[config.mk]
export PLATFORM = sky130hd
export DESIGN_NAME = uart_tx_arbiter
export DESIGN_NICKNAME = d
export VERILOG_FILES = /design/src/rtl/uart_tx_arbiter.sv
export SDC_FILE = /design/constraint.sdc
export NUM_CORES = 1
export LEC_CHECK = 0
export ABC_AREA = 1
export CAP_MARGIN = 20
export CORE_ASPECT_RATIO = 1.75
export CORE_UTILIZATION = 50
export DETAILED_ROUTE_END_ITERATION = 8
export GPL_ROUTABILITY_DRIVEN = 0
export PLACE_DENSITY = 0.88
export SYNTH_ARGS = -nofsm -noshare
export SYNTH_HDL_FRONTEND = slang
export SYNTH_SLANG_ARGS = --single-unit
[constraint.sdc]
create_clock -name ACLK -period 3.2 [get_ports ACLK]
set_input_delay 0.64 -clock ACLK [delete_from_list [all_inputs] [get_ports ACLK]]
set_output_delay 0.64 -clock ACLK [all_outputs]
set_load 0.05 [all_outputs]
[src/rtl/uart_tx_arbiter.sv]
// uart_tx_arbiter
//   Shares one UART TX byte port among NUM_REQ byte-stream requesters.
//   The arbiter picks round-robin and then locks the grant for a whole packet. The owner
//   keeps the UART until one of three things happens:
//     - it sends a byte marked last,
//     - it has sent MAX_BURST bytes, or
//     - it leaves valid low in SEND for IDLE_TIMEOUT cycles.
//   After any release the pointer moves to the slot after the owner.
//
// Ports
//   ACLK, ARESETn           clock; asynchronous active-low reset
//   req_valid/data/last     per-requester byte stream; requester i uses req_data[8i+:8]
//   req_ready               one-hot; byte of the owner accepted this cycle
//   tx_dv, tx_byte          start pulse and byte to the UART TX core
//   tx_active, tx_done      UART core busy flag and end-of-stop-bit pulse
//   grant_id, busy          current owner index and grant-held flag
module uart_tx_arbiter #(
    parameter int NUM_REQ      = 4,
    parameter int MAX_BURST    = 16,
    parameter int IDLE_TIMEOUT = 64
) (
    input  logic                 ACLK,
    input  logic                 ARESETn,
    input  logic [NUM_REQ-1:0]   req_valid,
    input  logic [NUM_REQ*8-1:0] req_data,
    input  logic [NUM_REQ-1:0]   req_last,
    output logic [NUM_REQ-1:0]   req_ready,
    output logic                 tx_dv,
    output logic [7:0]           tx_byte,
    input  logic                 tx_active,
    input  logic                 tx_done,
    output logic [2:0]           grant_id,
    output logic                 busy
);

    typedef enum logic [1:0] {S_IDLE, S_SEND, S_WAIT} state_t;

    state_t     state_q, state_d;
    logic [2:0] ptr_q, ptr_d;
    logic [2:0] grant_q, grant_d;
    logic [7:0] burst_cnt_q, burst_cnt_d;
    logic [9:0] idle_cnt_q, idle_cnt_d;
    logic       last_q, last_d;
    logic [7:0] tx_byte_q, tx_byte_d;

    // Round-robin candidate search starting at ptr_q.
    logic       pick_found;
    logic [2:0] pick_idx;
    logic [3:0] cand;
    always_comb begin
        pick_found = 1'b0;
        pick_idx   = '0;
        cand       = '0;
        for (int k = 0; k < NUM_REQ; k++) begin
            cand = {1'b0, ptr_q} + 4'(k);
            if (cand >= 4'(NUM_REQ)) cand = cand - 4'(NUM_REQ);
            for (int j = 0; j < NUM_REQ; j++) begin
                if (!pick_found && cand == 4'(j) && req_valid[j]) begin
                    pick_found = 1'b1;
                    pick_idx   = 3'(j);
                end
            end
        end
    end

    // Owner's stream, selected by the registered grant.
    logic               g_valid, g_last;
    logic [7:0]         g_data;
    logic [NUM_REQ-1:0] g_onehot;
    always_comb begin
        g_valid  = 1'b0;
        g_last   = 1'b0;
        g_data   = '0;
        g_onehot = '0;
        for (int k = 0; k < NUM_REQ; k++) begin
            if (grant_q == 3'(k)) begin
                g_valid     = req_valid[k];
                g_last      = req_last[k];
                g_data      = req_data[8*k +: 8];
                g_onehot[k] = 1'b1;
            end
        end
    end

    logic [2:0] ptr_next;
    assign ptr_next = (grant_q == 3'(NUM_REQ-1)) ? 3'd0 : grant_q + 3'd1;

    always_comb begin
        state_d     = state_q;
        ptr_d       = ptr_q;
        grant_d     = grant_q;
        burst_cnt_d = burst_cnt_q;
        idle_cnt_d  = idle_cnt_q;
        last_d      = last_q;
        tx_byte_d   = tx_byte_q;
        tx_dv       = 1'b0;
        req_ready   = '0;
        case (state_q)
            S_IDLE: begin
                if (pick_found) begin
                    grant_d     = pick_idx;
                    burst_cnt_d = '0;
                    idle_cnt_d  = '0;
                    state_d     = S_SEND;
                end
            end
            S_SEND: begin
                if (g_valid) begin
                    // A valid byte held back by a busy UART is not an owner stall,
                    // so the idle counter only advances while valid is low.
                    if (!tx_active) begin
                        tx_dv       = 1'b1;
                        req_ready   = g_onehot;
                        tx_byte_d   = g_data;
                        last_d      = g_last;
                        burst_cnt_d = burst_cnt_q + 8'd1;
                        idle_cnt_d  = '0;
                        state_d     = S_WAIT;
                    end
                end else if (idle_cnt_q == 10'(IDLE_TIMEOUT-1)) begin
                    idle_cnt_d = '0;
                    ptr_d      = ptr_next;
                    state_d    = S_IDLE;
                end else begin
                    idle_cnt_d = idle_cnt_q + 10'd1;
                end
            end
            S_WAIT: begin
                if (tx_done) begin
                    // A last flag and a full burst together still give only one release.
                    if (last_q || burst_cnt_q == 8'(MAX_BURST)) begin
                        ptr_d   = ptr_next;
                        state_d = S_IDLE;
                    end else begin
                        state_d = S_SEND;
                    end
                end
            end
            default: state_d = S_IDLE;
        endcase
    end

    always_ff @(posedge ACLK or negedge ARESETn) begin
        if (!ARESETn) begin
            state_q     <= S_IDLE;
            ptr_q       <= '0;
            grant_q     <= '0;
            burst_cnt_q <= '0;
            idle_cnt_q  <= '0;
            last_q      <= 1'b0;
            tx_byte_q   <= '0;
        end else begin
            state_q     <= state_d;
            ptr_q       <= ptr_d;
            grant_q     <= grant_d;
            burst_cnt_q <= burst_cnt_d;
            idle_cnt_q  <= idle_cnt_d;
            last_q      <= last_d;
            tx_byte_q   <= tx_byte_d;
        end
    end

    // The byte passes straight through in the tx_dv cycle. The register then holds
    // it until tx_done.
    assign tx_byte  = tx_dv ? g_data : tx_byte_q;
    assign grant_id = grant_q;
    assign busy     = (state_q != S_IDLE);

endmodule
**After elaboration in Yosys (flattened, before gate mapping)**

Index checks and enable logic that the tools add are counted.
Widths: inputs -> output; s select.

- Equal/unequal tests: 28
- Bitwise gates (word level): 1
- $add $sub $neg: 10
- Mux-type cells: 80
- Reductions and logical operators: 62
- Order comparisons: 4

Operators by type and width:

| kind | count |
|---|---|
| $mux 8 | 8 |
| $mux 3 | 19 |
| $mux 10 | 4 |
| $mux 1 | 33 |
| $eq 4x2->1 const B | 8 |
| $logic_and 1x1->1 | 31 |
| $mux 4 | 7 |
| $pmux 10 s2 | 1 |
| $eq 4x1->1 const B | 4 |
| $logic_not 4->1 | 4 |
| $pmux 8 s2 | 1 |
| $logic_not 1->1 | 15 |
| $ne 2x2->1 const B | 7 |
| $ge 4x3->1 const B | 3 |
| $sub 4x3->4 const B | 3 |
| $add 10x1->10 const B | 1 |
| $eq 10x6->1 const B | 1 |
| $mux 2 | 5 |
| $add 3x2->4 const B | 2 |
| $add 8x1->8 const B | 1 |
| $eq 8x5->1 const B | 1 |
| $reduce_and 4->1 | 2 |
| $eq 3x2->1 const B | 2 |
| $ne 3x3->1 const B | 2 |
| other kinds (17) | 20 |

- Bits of input ports: 44
- Output and inout port bits: 17
- Flip-flop bits (word level): 35
- Logic and storage cells: 192

**Longest topological paths before layout**

Gate-level depths: netlist (run 1).

- Depth after elaboration: 67
- Depth in mapped cells: 16

**Worst setup path after synthesis (run 1)**

No wires, ideal clock.

- Kind: flip-flop to output port
- Start: reg grant_q[1] (netlist: grant_id[1])
- End: out tx_byte[0]
- Arrival: 3.179 ns
- Required time: 2.560 ns
- Stages on the path, launching flop included: 16
- Path slack: -0.619 ns
- Cell sequence: dfrtp_1 -> inv_1 -> ha_1 -> buf_4 -> inv_2 -> o31ai_1 -> o211ai_1 -> nand2_1 -> inv_2 -> nor2_2 -> inv_2 -> nor2_4 -> inv_2 -> buf_6 -> buf_4 -> o21ai_1

- Word-level cells in the longest chain between the ends: 8
- Elaborated cells on any way between the ends: 15
- Those cells by class: eq/ne: 3; mux: 11; reduce/logical: 1

Ends and longest elaborated chain:

| item | RTL line | source |
|---|---|---|
| start, declared | 40 | `logic [2:0] grant_q, grant_d;` |
| start signal, assigned | 155 | `grant_q <= grant_d;` |
| $logic_not 3->1 | 76 | `if (grant_q == 3'(k)) begin` |
| $mux 1 (3 in a row) | 76 |  |
| $mux 1 * | 76 |  |
| $mux 1 * | 108 | `if (g_valid) begin` |
| $mux 1 * | 98 | `case (state_q)` |
| via tx_dv | 28 | `output logic tx_dv,` |
| $mux 8 * | 165 | `assign tx_byte = tx_dv ? g_data : tx_byte_q;` |
| end, declared | 29 | `output logic [7:0] tx_byte,` |

Mark *: on every way through the listed nets, which the timed path passes. The rest lies on a longest branch.

**Final worst setup path (run 1)**

- Start: reg grant_q[1] (netlist: grant_id[1])
- End: out tx_byte[0]

- Word-level cells in the longest chain between the ends: 8
- Elaborated cells on any way between the ends: 15
- Those cells by class: eq/ne: 3; mux: 11; reduce/logical: 1

Ends and longest elaborated chain:

| item | RTL line |
|---|---|
| $logic_not 3->1 | 76 |
| $mux 1 (4 in a row) | 76 |
| $mux 1 | 108 |
| $mux 1 | 98 |
| $mux 8 * | 165 |

Every way passes the cells marked *; elsewhere a longest branch is shown, timed or not.

==> results of run 1 <==
[report_power, final]
part / internal (mW) / leakage, nW / switching (mW)
Clock: 0.310 / 0.0681 / 0.181
Sequential: 0.537 / 0.432 / 0.149
Combinational: 1.24 / 1.33 / 1.99
Total: 2.08 / 1.83 / 2.32
[cell families after synthesis]
kind of cell / share of synthesized area, %
fa+ha+maj: 4.53
other cells: 0.302
compound gates: 10.8
simple gates: 39.0
buf+inv: 8.95
flops: 33.2
xor+xnor: 3.17
[tightest hold or removal path, cell delays in order (launching register included)]
cell and delay [ns]:
dfrtp_1 0.37, nand2_1 0.06, nand2_1 0.05
[metal layers]
layer / vias up / routed length, um / track usage (%)
met3: 98 / 1030 / 8.28
li1: 1372 / - / -
met1: 1476 / 3530 / 40.2
met4: 0 / 1070 / 34.2
met2: 285 / 5510 / 70.2
met5: - / 0 / 0
[final timing paths]
check | endpoint | slack (ns) | cells after the start
min reg2reg | idle_cnt_q[6]$_DFFE_PN0P_ | 0.51 | 2
min | idle_cnt_q[6]$_DFFE_PN0P_ | 0.51 | 2
max reg2reg | state_q[0]$_DFFE_PN0P_ | 0.18 | 20
max | tx_byte[0] | 0.04 | 11
min in group asynchronous | last_q$_DFFE_PN0P_ | 0.75 | 2
max in group asynchronous | grant_id[0]$_DFFE_PN0P_ | 2.12 | 2
[registers in the layout, indices dropped and copies added (netlist names)]
signal / count
idle_cnt_q: 10
burst_cnt_q: 8
tx_byte_q: 8
grant_id: 2
last_q: 1
state_q: 2
ptr_q: 2
[per-stage QoR]
stage                     setup slack (ns)  utilization, %  instances  hold slack [ns]
after detailed placement           -0.0543            73.1        482            0.494
after global placement             0.00139            73.1        482            0.479
after global routing               -0.0623            83.1        512            0.536
final                               0.0381            83.1        512            0.508
after CTS                           0.0185            79.8        505            0.512
after floorplan                     -0.101               -        364            0.344
[final cells by class]
class                   instances  area, um^2
fillers                       243         802
flip-flops and latches         33         828
clock buffers                   5        68.8
inverters                      39         160
repair buffers                100        1080
clock inverters                 3        65.1
multi-input cells             280        1680
well taps                      52        65.1
[synthesized netlist by cell type]
master,number
a21oi_1,15
a21oi_2,1
buf_2,1
buf_4,4
buf_6,2
clkbuf_1,5
clkinv_1,2
conb_1,2
dfrtp_1,33
ha_1,9
inv_1,31
inv_2,6
nand2_1,97
nand2_2,2
nand3_1,34
nand3_2,3
nand3b_1,3
nand4_1,10
nand4_2,3
nor2_1,39
nor2_2,3
nor2_4,3
nor3_1,5
nor3_2,1
nor4_1,3
o211ai_1,2
o21ai_0,20
o21ai_1,8
o31ai_1,4
or2_2,3
xnor2_1,2
xor2_1,7
[cells in the final DEF (no fill, tap or decap), types with 4 or more instances in the layout]
| cell | count |
|---|---|
| dfrtp_1 | 31 |
| nand3_1 | 34 |
| nand2_1 | 89 |
| buf_4 | 36 |
| nor2_1 | 34 |
| a21oi_1 | 14 |
| inv_2 | 4 |
| inv_4 | 4 |
| nand4_1 | 10 |
| inv_1 | 29 |
| nor3_1 | 5 |
| nand2_2 | 6 |
| o21ai_4 | 8 |
| nand2_4 | 4 |
| o21ai_0 | 20 |
| buf_12 | 14 |
| xor2_1 | 7 |
| clkbuf_8 | 5 |
| nor2_4 | 8 |
| ha_1 | 5 |
| clkdlybuf4s50_1 | 44 |
[what timing repair did]
action	4_1_cts	5_1_grt
resized for setup	16	18
gates cloned	1	1
pin swaps	6	13
buffers inserted	14	10
setup endpoints to repair	11	17
==> results.sh, run 1 <==
export IMPL_grt_ovfl_total=0
export IMPL_fp_coreArea_mm2=0.00475
export IMPL_hpwl_um=5870
export IMPL_final_setup_tns_ns=0
export IMPL_hold_class="flip-flop to flip-flop"
export IMPL_clkTransAtPathRegs_ns=0.08
export IMPL_max_slew_margin_pct=63.8
export IMPL_synth_top_cell_by_area="dfrtp_1"
export IMPL_p_leak_nw=1.83
export IMPL_ys_ff_latch=33
export IMPL_cp_arrival_ns=2.52
export IMPL_period_needed_ns=3.16
export IMPL_totalWireLength_um=11100
export IMPL_drive_gt1_share_pct=25.9
export IMPL_cts_sinks=33
export IMPL_dieArea_mm2=0.00527
export IMPL_hold_violations=0
export IMPL_ctsHoldBuffers=0
export IMPL_vias_per_cell=6.31
export IMPL_synthCells=363
export IMPL_die_x_um=55.3
export IMPL_vias=3231
export IMPL_fin_area_mm2=0.00395
export IMPL_tightest_slew_ns=0.542
export IMPL_finalSetupViolCount=0
export IMPL_cts_root_buf="clkbuf_8"
export IMPL_first_pass_iters=5
export IMPL_clk_insertion_delay_late_ns=0.30
export IMPL_p_per_area_mw_per_mm2=1120
export IMPL_antenna_cells=0
export IMPL_r2r_start="grant_id[0]$_DFFE_PN0P_"
export IMPL_clockBufferDepth=2
export IMPL_slowest_stage="dfrtp_2"
export IMPL_timing_final_crit_share_pct=98.8
export IMPL_cp_end_kind="primary output"
export IMPL_ys_types=32
export IMPL_die_h_um=95.3
export IMPL_portBuffers=59
export IMPL_rsz0062_at_grt="true"
export IMPL_rows=33
export IMPL_dr_first_iter_drc_count=313
export IMPL_slew_viol_final=0
export IMPL_cts_tree="built"
export IMPL_grt_pass1_vias=3246
export IMPL_cpLargestDelayFamily="buffers and inverters"
export IMPL_synth_area_leaders="dfrtp_1, nand2_1, nand3_1"
export IMPL_routedWlPerCell_um=21.8
export IMPL_ys_seq_area_share_pct=33.2
export IMPL_yosysTopAreaCellShare_pct=33.2
export IMPL_grt_max_degree=34
export IMPL_grtUsageTotal_pct=40.0
export IMPL_grt_pass1_wl_um=16000
export IMPL_critPathBufInv=4
export IMPL_crit_type="flip-flop to primary output"
export IMPL_critPathRequiredTime_ns=2.56
export IMPL_crit_path_max_fanout=10
export IMPL_max_stage_delay_ns=0.46
export IMPL_syn_cell_area_mm2=0.00249
export IMPL_areaGrowthSynthToFinish_pct=58.7
export IMPL_cts_buffers=5
export IMPL_ir_worst_vdd_v=0.000896
export IMPL_remaining_drc_errors=0
export IMPL_startpoint="grant_id[1]$_DFFE_PN0P_"
export IMPL_timing_fmax_mhz=316
export IMPL_skew_ns=0.0106
export IMPL_nets=512
export IMPL_ys_warn_count=0
export IMPL_initial_utilization_pct=52.4
export IMPL_h_tree_depth=2
export IMPL_drv_cap=0
export IMPL_ant_nets=0
export IMPL_syn_area_per_cell_um2=6.85
export IMPL_cp_start_kind="flip-flop"
export IMPL_antenna_found_initial=0
export IMPL_io_pins=61
export IMPL_min_from="idle_cnt_q[6]$_DFFE_PN0P_"
export IMPL_cp_cell_sequence="inv_4 > ha_4 > buf_4 > clkinvlp_4 > nand3_1 > nand2_1 > o21ai_0 > nand2_1 > o21ai_0 > o21ai_4 > buf_12"
export IMPL_outcome="finished, final reports clean"
export IMPL_total_power_mw=4.40
export IMPL_dpl_cell_area_mm2=0.00347
(Power assumes the default switching activity.)
==> run 2: changes to the inputs <==
--- a/config.mk
+++ b/config.mk
@@ -11,6 +11,7 @@
 export CORE_UTILIZATION = 50
 export DETAILED_ROUTE_END_ITERATION = 8
 export GPL_ROUTABILITY_DRIVEN = 0
+export HOLD_SLACK_MARGIN = 0.1
 export PLACE_DENSITY = 0.88
 export SYNTH_ARGS = -nofsm -noshare
 export SYNTH_HDL_FRONTEND = slang
==> results of run 2 <==
Same layout as run 1: the final DEF is identical, and so are final timing and power.
==> run 3: changes to the inputs <==
--- a/config.mk
+++ b/config.mk
@@ -16,3 +16,4 @@
 export SYNTH_ARGS = -nofsm -noshare
 export SYNTH_HDL_FRONTEND = slang
 export SYNTH_SLANG_ARGS = --single-unit
+export TNS_END_PERCENT = 30
==> constraint.sdc (replaced) <==
create_clock -name ACLK -period 3.2 [get_ports ACLK]
set_input_delay 0.8 -clock ACLK [delete_from_list [all_inputs] [get_ports ACLK]]
set_output_delay 0.8 -clock ACLK [all_outputs]
set_load 0.05 [all_outputs]
==> results.sh, run 3 (same netlist as run 1, synthesis figures left out) <==
export IMPL_outcome="finished with violations"
export IMPL_violations="setup timing"
export IMPL_grt_ovfl_total=0
export IMPL_largest_register="idle_cnt_q"
export IMPL_cp_end_kind="primary output"
export IMPL_antenna_cells=0
export IMPL_remaining_drc_errors=0
export IMPL_antenna_found_initial=0
export IMPL_n_fill_cell=277
export IMPL_min_path_cells=2
export IMPL_hold_class="flip-flop to flip-flop"
export IMPL_crit_path_max_fanout=5
export IMPL_clk_insertion_delay_late_ns=0.30
export IMPL_vias_per_cell=5.92
export IMPL_timing_hold_ws_ns=0.514
export IMPL_p_leak_nw=1.79
export IMPL_ant_nets=0
export IMPL_reg2reg_depth=12
export IMPL_ir_worst_vdd_v=0.000903
export IMPL_cp_arrival_ns=2.62
export IMPL_cts_tree="built"
export IMPL_reg_top3="idle_cnt_q (10), burst_cnt_q (8), tx_byte_q (8)"
export IMPL_p_per_area_mw_per_mm2=1030
export IMPL_die_x_um=55.3
export IMPL_portBuffers=59
export IMPL_drv_cap=0
export IMPL_hold_violations=0
export IMPL_fp_coreArea_mm2=0.00475
export IMPL_dpl_cell_area_mm2=0.00349
export IMPL_die_h_um=95.3
export IMPL_grt_max_degree=34
export IMPL_mostFrequentLayoutCells="nand2_1, clkdlybuf4s50_1, nor2_1, nand3_1"
export IMPL_slew_viol_final=0
export IMPL_h_tree_depth=2
export IMPL_timing_fmax_mhz=292
export IMPL_period_needed_ns=3.42
export IMPL_drive_gt1_share_pct=24.9
export IMPL_crit_type="flip-flop to primary output"
export IMPL_cts_buffers=5
export IMPL_layout_commonest_cell="nand2_1"
export IMPL_cp_start_kind="flip-flop"
export IMPL_finalSetupViolCount=11
export IMPL_io_pins=61
export IMPL_dieArea_mm2=0.00527
export IMPL_vias=2998
export IMPL_max_slew_margin_pct=65.2
export IMPL_largest_reg_flops=10
export IMPL_cts_root_buf="clkbuf_8"
export IMPL_grt_pass1_vias=2968
export IMPL_setup_ws_ns=-0.219
export IMPL_initial_utilization_pct=52.4
export IMPL_routedWlPerCell_um=17.5
export IMPL_grt_pass1_wl_um=13700
export IMPL_totalWireLength_um=8870
export IMPL_fin_area_mm2=0.00384
export IMPL_grtUsageTotal_pct=33.1
export IMPL_tightest_slew_ns=0.521
export IMPL_total_power_mw=3.95
export IMPL_clkTransAtPathRegs_ns=0.07
export IMPL_ctsHoldBuffers=0
export IMPL_areaGrowthSynthToFinish_pct=54.6
export IMPL_first_pass_iters=5
export IMPL_critPathRequiredTime_ns=2.40
export IMPL_nets=506
export IMPL_skew_ns=0.00553
export IMPL_hpwl_um=5630
export IMPL_clockBufferDepth=2
export IMPL_rows=33
export IMPL_dr_first_iter_drc_count=160
export IMPL_rsz0062_at_grt="true"
export IMPL_cts_sinks=33
export IMPL_timing_final_crit_share_pct=107
## run 3: worst paths after layout
path	from	end	slack, ns
min in group asynchronous	ARESETn	idle_cnt_q[2]$_DFFE_PN0P_	0.91
setup / recovery	grant_id[1]$_DFFE_PN0P_	tx_byte[4]	-0.22
setup reg to reg	ptr_q[0]$_DFFE_PN0P_	burst_cnt_q[1]$_DFFE_PN0P_	0.57
max in group asynchronous	ARESETn	grant_id[1]$_DFFE_PN0P_	1.96
hold reg to reg	idle_cnt_q[5]$_DFFE_PN0P_	idle_cnt_q[5]$_DFFE_PN0P_	0.51
hold / removal	idle_cnt_q[5]$_DFFE_PN0P_	idle_cnt_q[5]$_DFFE_PN0P_	0.51
## run 3: repair_timing
item / 4_1_cts / 5_1_grt
resized for setup: 23 / 9
pin swaps: 11 / 1
buffers inserted: 7 / 7
endpoints found under the setup margin: 12 / 9
gates cloned: 2 / 0
## run 3: worst max-delay path, stage by stage, from the launching register on
cell      delay [ns]
dfrtp_2         0.45
inv_4           0.09
ha_4            0.15
inv_4           0.04
o31ai_4         0.21
o211ai_1        0.15
nand2_2         0.11
inv_2           0.06
nor2_4          0.09
inv_2           0.06
nor2_4          0.14
clkinv_4        0.14
buf_12          0.15
buf_12          0.13
o21ai_4         0.18
buf_12          0.16
## run 3: area by class of cell
class / instances / area (um^2) / area share [%]
Clock buffer: 7 / 86.3 / 2.25
Tap cell: 52 / 65.1 / 1.69
Inverter: 39 / 160 / 4.17
Timing Repair Buffer: 94 / 1040 / 27.2
Sequential cell: 33 / 828 / 21.5
Multi-Input combinational cell: 280 / 1630 / 42.4
Clock inverter: 1 / 30.0 / 0.781
## run 3: per-layer routing
metal	wire length, um	vias to the layer above	share of wire [%]	track usage, %
met1	3090	1422	35	34.2
met3	537	35	6.1	5.29
met2	4830	181	54	63.5
li1	-	1360	-	-
met5	0	-	0	0
met4	411	0	4.6	16.7
## run 3: through the flow
stage,cells,setup WS [ns],setup TNS [ns],util [%]
6_report,506,-0.219,-1.32,81.0
5_1_grt,506,-0.282,-1.98,81.0
4_1_cts,499,0.00448,0,79.2
3_5_place_dp,482,-0.327,-3.18,73.4
3_3_place_gp,482,-0.285,-2.81,73.4
2_1_floorplan,364,-0.261,-2.28,-
## run 3: power by group
part / internal [mW] / leakage, nW / switching [mW]
clock network: 0.254 / 0.0585 / 0.176
logic: 1.12 / 1.30 / 1.73
registers: 0.538 / 0.432 / 0.131
